File: config.mk
export PLATFORM = sky130hd
export DESIGN_NAME = neopixel_frame_scheduler
export DESIGN_NICKNAME = d
export VERILOG_FILES = /design/src/rtl/neopixel_frame_scheduler.sv
export SDC_FILE = /design/constraint.sdc
export NUM_CORES = 1
export LEC_CHECK = 0
export CAP_MARGIN = 10
export CORE_ASPECT_RATIO = 1.25
export CORE_MARGIN = 2
export CORE_UTILIZATION = 45
export DETAILED_ROUTE_END_ITERATION = 16
export DONT_BUFFER_PORTS = 1
export SLEW_MARGIN = 20
export SYNTH_ARGS = -nofsm -noshare
export SYNTH_HDL_FRONTEND = slang
export SYNTH_SLANG_ARGS = --single-unit
File: constraint.sdc
create_clock -name CLOCK_50 -period 3.75 [get_ports CLOCK_50]
set_input_delay 1.125 -clock CLOCK_50 [delete_from_list [all_inputs] [get_ports CLOCK_50]]
set_output_delay 1.125 -clock CLOCK_50 [all_outputs]
set_load 0.01 [all_outputs]
File: src/rtl/neopixel_frame_scheduler.sv
// rtl/neopixel_frame_scheduler.sv - shadow framebuffer and frame sequencer for a Neopixel controller
// Snapshots the shadow buffer on commit or refresh and streams it out with load/go strobes.
module neopixel_frame_scheduler #(
  parameter int NUM_PIXELS     = 8,
  parameter int PIX_W          = $clog2(NUM_PIXELS),
  parameter int COLOR_W        = 8,
  parameter int REFRESH_CYCLES = 0
) (
  input  logic               CLOCK_50,
  input  logic               reset,
  input  logic               wr_en,
  input  logic [PIX_W-1:0]   wr_pixel,
  input  logic [COLOR_W-1:0] wr_red,
  input  logic [COLOR_W-1:0] wr_green,
  input  logic [COLOR_W-1:0] wr_blue,
  input  logic               commit,
  output logic               busy,
  output logic               frame_done,
  input  logic               npc_ready,
  output logic               npc_load,
  output logic [PIX_W-1:0]   npc_pixel,
  output logic [COLOR_W-1:0] npc_red,
  output logic [COLOR_W-1:0] npc_green,
  output logic [COLOR_W-1:0] npc_blue,
  output logic               npc_go
);
  localparam int RGB_W = 3 * COLOR_W;
  localparam int CNT_W = (REFRESH_CYCLES > 1) ? $clog2(REFRESH_CYCLES) : 1;
  localparam bit REFRESH_EN = (REFRESH_CYCLES > 0);
  localparam logic [CNT_W-1:0] CNT_LAST = CNT_W'((REFRESH_CYCLES > 0) ? REFRESH_CYCLES - 1 : 0);
  localparam logic [PIX_W-1:0] IDX_LAST = PIX_W'(NUM_PIXELS - 1);

  localparam logic [2:0] S_IDLE      = 3'd0;
  localparam logic [2:0] S_WAIT_RDY  = 3'd1;
  localparam logic [2:0] S_LOAD      = 3'd2;
  localparam logic [2:0] S_GO        = 3'd3;
  localparam logic [2:0] S_WAIT_BUSY = 3'd4;
  localparam logic [2:0] S_WAIT_DONE = 3'd5;

  logic [RGB_W-1:0] buf_q  [NUM_PIXELS];
  logic [RGB_W-1:0] snap_q [NUM_PIXELS];
  logic [2:0]       state_q, state_d;
  logic [PIX_W-1:0] idx_q, idx_d;
  logic [CNT_W-1:0] cnt_q, cnt_d;
  logic             pending_q, pending_d;
  logic             resume_q, resume_d;
  logic             done_q, done_d;
  logic             snap_take;
  logic             refresh_fire;
  logic             wr_ok;

  assign wr_ok = wr_en && ({1'b0, wr_pixel} < (PIX_W + 1)'(NUM_PIXELS));
  assign refresh_fire = REFRESH_EN && (state_q == S_IDLE) && !pending_q && (cnt_q == CNT_LAST);

  always_comb begin
    state_d   = state_q;
    idx_d     = idx_q;
    resume_d  = resume_q;
    done_d    = 1'b0;
    snap_take = 1'b0;
    case (state_q)
      S_IDLE: if (pending_q) state_d = S_WAIT_RDY;
      S_WAIT_RDY: begin
        if (npc_ready) begin
          // A frame interrupted by ready dropping resumes from its existing snapshot.
          snap_take = !resume_q;
          resume_d  = 1'b0;
          idx_d     = '0;
          state_d   = S_LOAD;
        end
      end
      S_LOAD: begin
        if (!npc_ready) begin
          resume_d = 1'b1;
          idx_d    = '0;
          state_d  = S_WAIT_RDY;
        end else if (idx_q == IDX_LAST) begin
          state_d = S_GO;
        end else begin
          idx_d = idx_q + PIX_W'(1);
        end
      end
      S_GO: state_d = S_WAIT_BUSY;
      S_WAIT_BUSY: if (!npc_ready) state_d = S_WAIT_DONE;
      S_WAIT_DONE: begin
        if (npc_ready) begin
          done_d  = 1'b1;
          state_d = S_IDLE;
        end
      end
      default: state_d = S_IDLE;
    endcase
  end

  // A commit in the snapshot cycle wins, so it queues the following frame.
  always_comb begin
    pending_d = pending_q;
    if (snap_take) pending_d = 1'b0;
    if (commit || refresh_fire) pending_d = 1'b1;
  end

  always_comb begin
    cnt_d = cnt_q;
    if ((state_q != S_IDLE) || pending_q || commit || refresh_fire) cnt_d = '0;
    else if (REFRESH_EN) cnt_d = cnt_q + CNT_W'(1);
  end

  always_ff @(posedge CLOCK_50 or negedge reset) begin
    if (!reset) begin
      state_q   <= S_IDLE;
      idx_q     <= '0;
      cnt_q     <= '0;
      pending_q <= 1'b0;
      resume_q  <= 1'b0;
      done_q    <= 1'b0;
      for (int i = 0; i < NUM_PIXELS; i++) begin
        buf_q[i]  <= '0;
        snap_q[i] <= '0;
      end
    end else begin
      state_q   <= state_d;
      idx_q     <= idx_d;
      cnt_q     <= cnt_d;
      pending_q <= pending_d;
      resume_q  <= resume_d;
      done_q    <= done_d;
      if (snap_take) begin
        for (int i = 0; i < NUM_PIXELS; i++) snap_q[i] <= buf_q[i];
      end
      if (wr_ok) buf_q[wr_pixel] <= {wr_red, wr_green, wr_blue};
    end
  end

  assign npc_load   = (state_q == S_LOAD);
  assign npc_go     = (state_q == S_GO);
  assign npc_pixel  = npc_load ? idx_q : '0;
  assign {npc_red, npc_green, npc_blue} = npc_load ? snap_q[idx_q] : '0;
  assign frame_done = done_q;
  assign busy       = pending_q || (state_q != S_IDLE);
endmodule

Word level (Yosys, flattened, before mapping) --
Cells that the tools add are included.
Storage, ports and cells: register bits 393, input port bits 32, output and inout bits 31, word-level logic and storage cells 77
Operators by class: add/subtract/negate cells 1, $lt $le $gt $ge 3, eq/ne operators 13, muxes and demuxes 27, bitwise logic cells 2, reductions and logical operators 10
Operators with widths (number):
- bitwise mux 192 bit | 1
- two-way mux 24 bit | 4
- binary-select mux 24 bit (select 3 bit) | 1
- demux 24 bit (select 3 bit) | 1
- two-way mux 3 bit | 9
- one-hot mux 3 bit (6 select lines) | 1
- inequality test 2 bit, second input constant | 5
- equality test 3 bit, second input constant | 3
- >= comparator 4 bit, second input constant | 2
- two-way mux 1 bit | 8
- NOT 3 -> 4 bit | 2
- equality test 3 x 2 -> 1 bit, second input constant | 2
- one-hot mux 3 bit (2 select lines) | 1
- AND reduction 3 bit | 2
- AND reduction 5 bit | 1
- less-than comparator 4 x 1 -> 1 bit, second input constant | 1
- nonzero test 2 bit | 2
- adder 3 x 1 -> 3 bit, second input constant | 1
- equality test 3 x 1 -> 1 bit, second input constant | 1
- logical NOT 3 bit | 1
- inequality test 3 x 2 -> 1 bit, second input constant | 1
- inequality test 3 bit, second input constant | 1
- nonzero test 3 bit | 1
- one-hot mux 1 bit (2 select lines) | 1
- other kinds (3) | 3

Depth between registers and ports, before layout --
depth after elaboration 6, mapped depth 6, depth with buffers taken out 5

Worst setup path before layout --
OpenSTA, ideal clock, no wires.
kind flip-flop to output port, start register idx_q[0], end output npc_blue[0], data arrival time 1.623 ns, required time 2.625 ns, path slack 1.002 ns, cell stages (with the launch flop) 5, path buffers 2, cells stage by stage dfrtp_1 > clkbuf_1 > buf_2 > mux4_2 > a22o_1
Between the ends: longest elaborated chain between the ends 5
RTL lines:
- start, declared | line 43 | logic [PIX_W-1:0] idx_q, idx_d;
- start signal, assigned | line 122 | idx_q <= idx_d;
- NOT 3 -> 4 bit (not written as such) | line 137 | assign {npc_red, npc_green, npc_blue} = npc_load ? snap_q[idx_q] : '0;
- binary-select mux 24 bit (select 3 bit) | line 137
- two-way mux 24 bit (not written as such) (2 in a row) | line 137
- two-way mux 24 bit | line 137
- end, declared | line 24 | output logic [COLOR_W-1:0] npc_blue,
No other way between the ends. The select of a mux whose other input is x is not followed.

Worst setup path in the final report --
start register state_q[1], end output npc_green[4]
Between the ends: longest elaborated chain between the ends 2
RTL lines:
- start, declared | line 42 | logic [2:0] state_q, state_d;
- start signal, assigned | line 121 | state_q <= state_d;
- equality test 3 x 2 -> 1 bit | line 134 | assign npc_load = (state_q == S_LOAD);
- two-way mux 24 bit | line 137
- end, declared | line 23 | output logic [COLOR_W-1:0] npc_green,
No other way between the ends.

==> qor.yml <==
setup_tns_ps: 0
mostFrequentLayoutCells: "dfrtp_1, mux2_2, mux4_2, clkbuf_16, a22o_1"
die_x_um: 174
status: "finished, final reports clean"
critPathBufInv: 1
slowest_delay_ps: 510
h-tree-depth: 2
peakVddDrop_uv: 441
die_area_um2: 37600
ant_nets: 0
cts_root_buffer: "clkbuf_16"
area_growth_pct: 11.2
setup_viol: 0
numPortBuffers: 0
num_vias: 8085
syn_area_um2: 16200
detailedRoute.firstPassIterationCount: 4
mostFrequentLayoutCell: "dfrtp_1"
viasPerCell: 5.51
cts_tree: "done"
cp-start-kind: "flip-flop"
synth_seq_cells: 393
drt-initial-drc-count: 512
cts_made_buffers: 43
max-slew-margin-rel: 0.228
finalCriticalPeriod_ps: 3530
hp-class: "primary input to async pin"
path_class: "flip-flop to primary output"
worstPathRequired_ps: 2620
endpoint_kind: "primary output"
grt_start_max_net_pins: 394
worst_slew_pin_slew_ps: 1160
maxCapViolCount: 0
wl_mm: 32.6
leakage_nw: 7.65
drc: 0
path_clk_slew_ps: 60
cp_top_family: "simple AND/OR/NAND/NOR gates"
post-route-period-util: 0.941
yosysWarnings: 0
post_drt_wl_per_cell_um: 22.2
fin_util: 0.510
drive_gt1_frac: 0.535
rows: 77
place.gp.congestion: 0.747
post-cts-setup-buffers: 0
ys_types: 33
finalHoldViolations: 0
clock.fmax_mhz: 284
insertion_delay_ps: 530
cts.sink_count: 393
insertedDiodeCount: 0
finClkSkew_ps: 20.8
cp_max_fo: 11
antenna_found_initial: 0
fillerInstances: 3072
grt_pass1_wl_mm: 52.2
crit_path_top_delay_cell: "dfrtp_1"
first_global_vias: 8946
powerDensity_nw_per_um2: 754
cp_data_arrival_time_ps: 2400
hpwl_mm: 17.7
grt-ovfl-total: 0
cts.path.max_buffers: 3
core_area_um2: 35500
track_usage: 0.179
syn_nets: 994
rsz0062_at_grt: "false"
drv_slew: 0
syn_inst: 960
avgSynthCellArea_um2: 16.9
final_nets: 997
worstPathCellList: "nor3b_4 > and2_2 > buf_4 > a22o_1"
timing.hold.ws_ps: 302
die_y_um: 216
seq_area_frac_synth: 0.605
initial_core_util: 0.458
io_pins: 63
routing by layer:
metal  routed length, um  GRT usage  vias to the layer above
li1                    -          -                     3523
met1               13800      0.227                     4400
met2               16800      0.316                      112
met3                1270     0.0344                       50
met4                 676     0.0482                        0
met5                   0          0                        -
worst paths after layout:
path / to / startpoint / depth (start not counted) / slack (ps)
hold / removal: buf_q[20] / reset / 0 / 300
hold reg to reg: snap_q[134] / buf_q[134] / 1 / 490
min in group CLOCK_50: snap_q[134] / buf_q[134] / 1 / 490
setup reg to reg: idx_q[0] / idx_q[1] / 6 / 1230
setup / recovery: npc_green[4] / state_q[1] / 4 / 220
max in group asynchronous: idx_q[0] / reset / 0 / 2420
synthesized netlist by cell type:
master | n | area [um2]
a211o_1 | 1 | 8.76
a21oi_1 | 1 | 5.00
a22o_1 | 24 | 210
a31o_2 | 1 | 8.76
and2_1 | 3 | 18.8
and3_1 | 2 | 12.5
buf_1 | 1 | 3.75
buf_2 | 27 | 135
buf_4 | 11 | 82.6
buf_6 | 16 | 180
clkbuf_1 | 8 | 30.0
dfrtp_1 | 393 | 9830
ha_1 | 2 | 25.0
inv_1 | 2 | 7.51
mux2_2 | 387 | 4360
mux4_2 | 48 | 1080
nand2_1 | 7 | 26.3
nand2b_4 | 1 | 13.8
nand3_1 | 1 | 5.00
nand4_1 | 1 | 6.26
nand4b_1 | 3 | 26.3
nor2_1 | 4 | 15.0
nor2b_1 | 1 | 6.26
nor3_1 | 1 | 5.00
nor3_2 | 2 | 20.0
nor3b_1 | 3 | 22.5
nor3b_2 | 3 | 37.5
nor4_4 | 1 | 21.3
o211a_1 | 1 | 10.0
o21ai_0 | 1 | 5.00
o21bai_1 | 1 | 7.51
o22ai_1 | 1 | 6.26
xnor2_1 | 1 | 8.76
kinds of logic after synthesis:
logic type               synth area share
AND/OR/NAND/NOR                    0.0146
buffers and inverters              0.0270
XOR/XNOR                         0.000539
multiplexers                        0.335
flip-flops                          0.605
adder cells (fa/ha/maj)           0.00154
AO/OA/AOI/OAI                      0.0161
repair_timing:
action,in CTS,in global routing
setup endpoints to repair,0,3
resized for setup,0,1
hold buffers,0,0
state kept, by name, indices dropped and copies added (netlist names):
name / count
pending_q: 1
idx_q: 3
snap_q: 192
buf_q: 192
frame_done: 1
resume_q: 1
state_q: 3
worst reg2reg max path: cells and delay by family, from the launching register on:
family | cells | cell delay [ps]
mux | 1 | 380
flops | 1 | 730
fa+ha+maj | 2 | 400
buf+inv | 1 | 320
compound gates | 2 | 570
through the flow:
stage / cell area (um2) / setup slack [ps] / instances / power [W]
after global routing: 18100 / 57.6 / 1467 / 0.0144
after floorplan: 16200 / 1000 / 960 / 0.00896
final: 18100 / 223 / 1467 / 0.0136
after CTS: 18100 / 71.9 / 1467 / 0.0138
after global placement: 16700 / 720 / 1392 / 0.00948
after detailed placement: 16700 / 662 / 1392 / 0.00960
where the power goes:
part	leakage [nW]	internal [W]	total [W]	switching [W]
Sequential	4.76	0.00576	0.00659	0.000832
Clock	0.693	0.00253	0.00416	0.00163
Combinational	2.19	0.00197	0.00288	0.000910
Total	7.65	0.0103	0.0136	0.00337
layout make-up:
class / instances / area [um2] / share of cell area
Clock buffer: 64 / 1270 / 0.0701
Clock inverter: 11 / 130 / 0.00720
Inverter: 2 / 7.51 / 0.000415
Multi-Input combinational cell: 502 / 6010 / 0.333
Sequential cell: 393 / 9840 / 0.545
Tap cell: 474 / 593 / 0.0328
Timing Repair Buffer: 21 / 220 / 0.0122
(Power assumes the default switching activity.)
